--- src/rtl/pa_clic_int_cond.sv ---
// Per-line interrupt conditioning ahead of the CLIC: sync, debounce,
// edge capture held until the CLIC strobe, sticky overflow flags.
module pa_clic_int_cond #(
  parameter int INT_NUM     = 128,
  parameter int SYNC_STAGES = 2,
  parameter int FILT_CNT_W  = 3
) (
  input  logic                  forever_cpuclk,
  input  logic                  cpurst,
  input  logic [INT_NUM-1:0]    pad_int_raw,
  input  logic [INT_NUM-1:0]    int_edge_mode,
  input  logic [FILT_CNT_W-1:0] filt_thresh,
  input  logic                  clic_clk_en,
  input  logic                  int_cond_ovf_clr,
  input  logic                  pad_yy_scan_mode,
  output logic [INT_NUM-1:0]    pad_clic_int_vld,
  output logic [INT_NUM-1:0]    int_cond_ovf
);

  logic [INT_NUM-1:0]    sync_q [SYNC_STAGES];
  logic [INT_NUM-1:0]    s;
  logic [INT_NUM-1:0]    f_q;
  logic [INT_NUM-1:0]    f_nxt;
  logic [INT_NUM-1:0]    f_dly_q;
  logic [FILT_CNT_W-1:0] cnt_q   [INT_NUM];
  logic [FILT_CNT_W-1:0] cnt_nxt [INT_NUM];
  logic [INT_NUM-1:0]    pend_q;
  logic [INT_NUM-1:0]    pend_nxt;
  logic [INT_NUM-1:0]    ovf_q;
  logic [INT_NUM-1:0]    ovf_nxt;
  logic [INT_NUM-1:0]    rise;
  logic [INT_NUM-1:0]    hold;

  assign s = sync_q[SYNC_STAGES-1];

  always_ff @(posedge forever_cpuclk) begin
    if (cpurst) begin
      for (int i = 0; i < SYNC_STAGES; i++)
        sync_q[i] <= '0;
    end else begin
      sync_q[0] <= pad_int_raw;
      for (int i = 1; i < SYNC_STAGES; i++)
        sync_q[i] <= sync_q[i-1];
    end
  end

  // >= lets a threshold lowered mid-count take effect at once
  always_comb begin
    f_nxt = f_q;
    for (int i = 0; i < INT_NUM; i++) begin
      cnt_nxt[i] = cnt_q[i];
      if (s[i] == f_q[i]) begin
        cnt_nxt[i] = '0;
      end else if (cnt_q[i] >= filt_thresh) begin
        f_nxt[i]   = s[i];
        cnt_nxt[i] = '0;
      end else begin
        cnt_nxt[i] = cnt_q[i] + FILT_CNT_W'(1);
      end
    end
  end

  assign rise = f_q & ~f_dly_q;
  assign hold = pend_q & ~{INT_NUM{clic_clk_en}};

  // a rise coinciding with the strobe re-arms instead of overflowing
  assign pend_nxt = int_edge_mode & (rise | hold);
  assign ovf_nxt  = (int_edge_mode & rise & hold)
                  | (ovf_q & ~{INT_NUM{int_cond_ovf_clr}});

  always_ff @(posedge forever_cpuclk) begin
    if (cpurst) begin
      f_q     <= '0;
      f_dly_q <= '0;
      pend_q  <= '0;
      ovf_q   <= '0;
      for (int i = 0; i < INT_NUM; i++)
        cnt_q[i] <= '0;
    end else begin
      f_q     <= f_nxt;
      f_dly_q <= f_q;
      pend_q  <= pend_nxt;
      ovf_q   <= ovf_nxt;
      for (int i = 0; i < INT_NUM; i++)
        cnt_q[i] <= cnt_nxt[i];
    end
  end

  assign pad_clic_int_vld = pad_yy_scan_mode ? pad_int_raw
                          : (int_edge_mode & pend_q)
                          | (~int_edge_mode & f_q);
  assign int_cond_ovf = ovf_q;

endmodule

--- config.mk ---
export PLATFORM = sky130hd
export DESIGN_NAME = pa_clic_int_cond
export DESIGN_NICKNAME = d
export VERILOG_FILES = /design/src/rtl/pa_clic_int_cond.sv
export SDC_FILE = /design/constraint.sdc
export NUM_CORES = 2
export LEC_CHECK = 0
export ABC_AREA = 1
export CORE_MARGIN = 2
export CORE_UTILIZATION = 57
export CTS_BUF_LIST = sky130_fd_sc_hd__clkbuf_16
export CTS_CLUSTER_DIAMETER = 120
export CTS_CLUSTER_SIZE = 8
export DETAILED_ROUTE_END_ITERATION = 12
export GPL_ROUTABILITY_DRIVEN = 0
export HOLD_SLACK_MARGIN = 0.06
export PLACE_DENSITY = 0.83
export SLEW_MARGIN = 20
export SYNTH_ARGS = -nofsm -noshare
export SYNTH_HDL_FRONTEND = slang
export SYNTH_SLANG_ARGS = --single-unit
--- constraint.sdc ---
create_clock -name forever_cpuclk -period 5 [get_ports forever_cpuclk]
set_input_delay 1 -clock forever_cpuclk [delete_from_list [all_inputs] [get_ports forever_cpuclk]]
set_output_delay 1 -clock forever_cpuclk [all_outputs]
set_load 0.005 [all_outputs]
==> results.md <==
* Status: finished clean
* Final core occ at 0.6959
* Syn avg cell area at 7.725 um^2
* Worst Setup Path Type: input port to output port
* Worst slew pin tran at 1.041 ns
* RSZ-0062 raised after global routing: no
* Post-Syn Nets at 7403
* Port Buffers at 519
* Synth Flop Type: dfxtp_1
* Initial Util at 0.5775
* WL final at 120.1 mm
* Post-cts sizing count at 0
* CP arrival at 2.76 ns
* Leading cell type by number of instances after synthesis: nor2_1
* EDFF count, synth at 0
* Hold_buf cts at 0
* Number of global-route vias before repair at 42662
* Minimum clock period at 3.762 ns
* Flip-flop and latch area at 23060 um^2
* CP Launch Type: input port
* Slew Limit Fails at 0
* Synth Area in Adders at 0.1251
* Post-CTS Setup Bufs at 0
* Post-Route Setup TNS at 0 ns
* Via count at 43484
* Slew margin rel. at 0.3061
* # setup viols final at 0
* Reg clk slew, reported paths at 0.05 ns
* Sequential area share after synthesis at 0.4505
* Footprint of the multi-input gates at 23880 um^2
* Synth Area in Compound Gates at 0.09013
* Total GRT Usage at 0.2558
* Worst skew pair latency at 0.74 ns
* Async S/R FF share, synth at 0
* CTS Buffer Depth at 3
* Core area at 88650 um^2
* Synth-to-layout area growth at 20.50%
* Static leakage at 28.35 nW
* Post-detail-place hpwl at 79.77 mm
* I/O pin cnt at 520
* Die width at 303.7 um
* Cell Area, Placed at 57370 um^2
* HP Class: flop to flop
* NumNets Final at 7943
* Die ar. at 92230 um^2
* Grt total ovfl at 0
* Mapped Area at 51200 um^2
* Fin area at 61690 um^2
* Root Buffer: clkbuf_16
* First-iteration detailed-routing DRC count at 2479
* Final Hold Viols at 0
* Global-route wire length before repair at 198.2 mm
* Syn. warnings at 0
* Residual DRC count at 0
* Via/cell ratio at 5.209
* Top cell type by total area after synthesis: dfxtp_1
* Most frequent cells after synthesis: nor2_1 (1332), dfxtp_1 (1152), nand2_1 (1114), inv_1 (901), ha_1 (512)
* Worst EP required at 4.00 ns
* Max Clk Rate at 265.8 MHz
* Drt pass-1 iters at 6
* Fin Clk Skew at 0.01752 ns
* Yosys reg bits at 1152
* Critical path capture point type: output port
* Layout cells sized above 1 at 0.02952
* Flop2flop setup slack at 3.69 ns
* Hold_ws at 0.3840 ns
* Antenna-violating nets left at 0
* Per-cell routed wire length at 14.39 um
* Largest net degree at the start of global routing at 175
* Fillers at 6729
* Max VDD drop at 306.7 uV
* Initial antenna violation count at 2
* H-tree depth at 4
* Die height at 303.7 um
* Largest family of logic cells by synthesized area: simple AND/OR/NAND/NOR gates
* XOR/XNOR share of the synthesized area at 0.02190
* Pwr/cell area at 348.7 nW/um^2
* Row Count at 109
* Post-synthesis simple-gate area fraction at 0.2293
* Top cells by area, synth: dfxtp_1 (45%), ha_1 (13%), nor2_1 (9.8%)
* Share of the synthesized area in the top cell type at 0.4505
* Mapped Cells at 6627
* Synth unique cells at 18
* Max-cap violation count at 0
* TritonCTS clock tree: done
* Multiplexer area fraction after synthesis at 0
* Num CTS Buffers at 162
* CP max FO at 4
* Sink Count at 1152
* Tcrit/Tclk final at 0.7524
-- per-stage QoR --
step	instances	setup WS (ns)	total power, mW
2_1_floorplan	6627	0.6786	11.18
3_3_place_gp	8168	1.194	11.94
3_5_place_dp	8168	1.215	12.05
4_1_cts	8346	1.149	21.68
5_1_grt	8348	1.059	22.39
6_report	8348	1.238	21.51
-- layout make-up --
type,instances,share of cell area
multi-input combinational,4404,0.3871
sequential,1152,0.3738
timing repair buffer,545,0.08987
clock buffer,167,0.06774
inverter,902,0.05545
tap,1165,0.02363
clock inverter,11,0.002312
antenna,2,0.00008113
-- worst paths after layout --
path / to / start / cells after the start
setup / recovery: pad_clic_int_vld[36] / int_edge_mode[36] / 4
hold / removal: sync_q[0][149] / sync_q[0][21] / 2
setup reg to reg: f_q[111] / cnt_q[1][143] / 5
hold reg to reg: sync_q[0][149] / sync_q[0][21] / 2
-- layout by cell type (no fill, tap or decap), drive strengths merged --
cell,netlist,layout
inv,901,908
o21ai,256,256
o21a,128,128
clkinv,1,5
dfxtp,1152,1152
nand4,128,128
a21oi,474,474
clkdlybuf4s50,0,516
nand2,1114,1114
nor2,1332,1332
nand3b,38,38
buf,150,29
clkbuf,19,167
diode,0,2
nand3,294,294
ha,512,512
xnor2,128,128
-- cell families (layout without fill, tap and decap cells) --
kind of cell,after synthesis,after routing
AOI/OAI and AO/OA,858,858
xor gates and xnor gates,128,128
adders and majority gates,512,512
buffers and inverters,1071,1625
DFF,1152,1152
other,0,2
and+or+nand+nor,2906,2906
-- state kept, by name, summed over array words and instances, names as in the netlist --
register / cells
f_dly_q: 128
cnt_q: 384
int_cond_ovf: 128
pend_q: 128
sync_q: 256
f_q: 128
-- layer usage --
layer / track usage / vias up / share of wire
met4: 0.1158 / 0 / 0.035
met5: 0 / - / 0
met3: 0.04481 / 275 / 0.048
met2: 0.4615 / 1048 / 0.50
met1: 0.2949 / 20103 / 0.42
li1: - / 22058 / -
-- power breakdown --
part | total (mW) | switching (mW) | internal (mW)
Sequential | 9.75 | 0.208 | 9.55
Combinational | 2.16 | 1.25 | 0.911
Clock | 9.60 | 3.76 | 5.84
Total | 21.5 | 5.22 | 16.3
-- critical path, stage by stage --
cell and delay [ns]:
clkdlybuf4s50_1 0.48, o21ai_0 0.57, o21a_1 0.22, clkdlybuf4s50_1 0.50
Power figures use the tool's default switching activity.
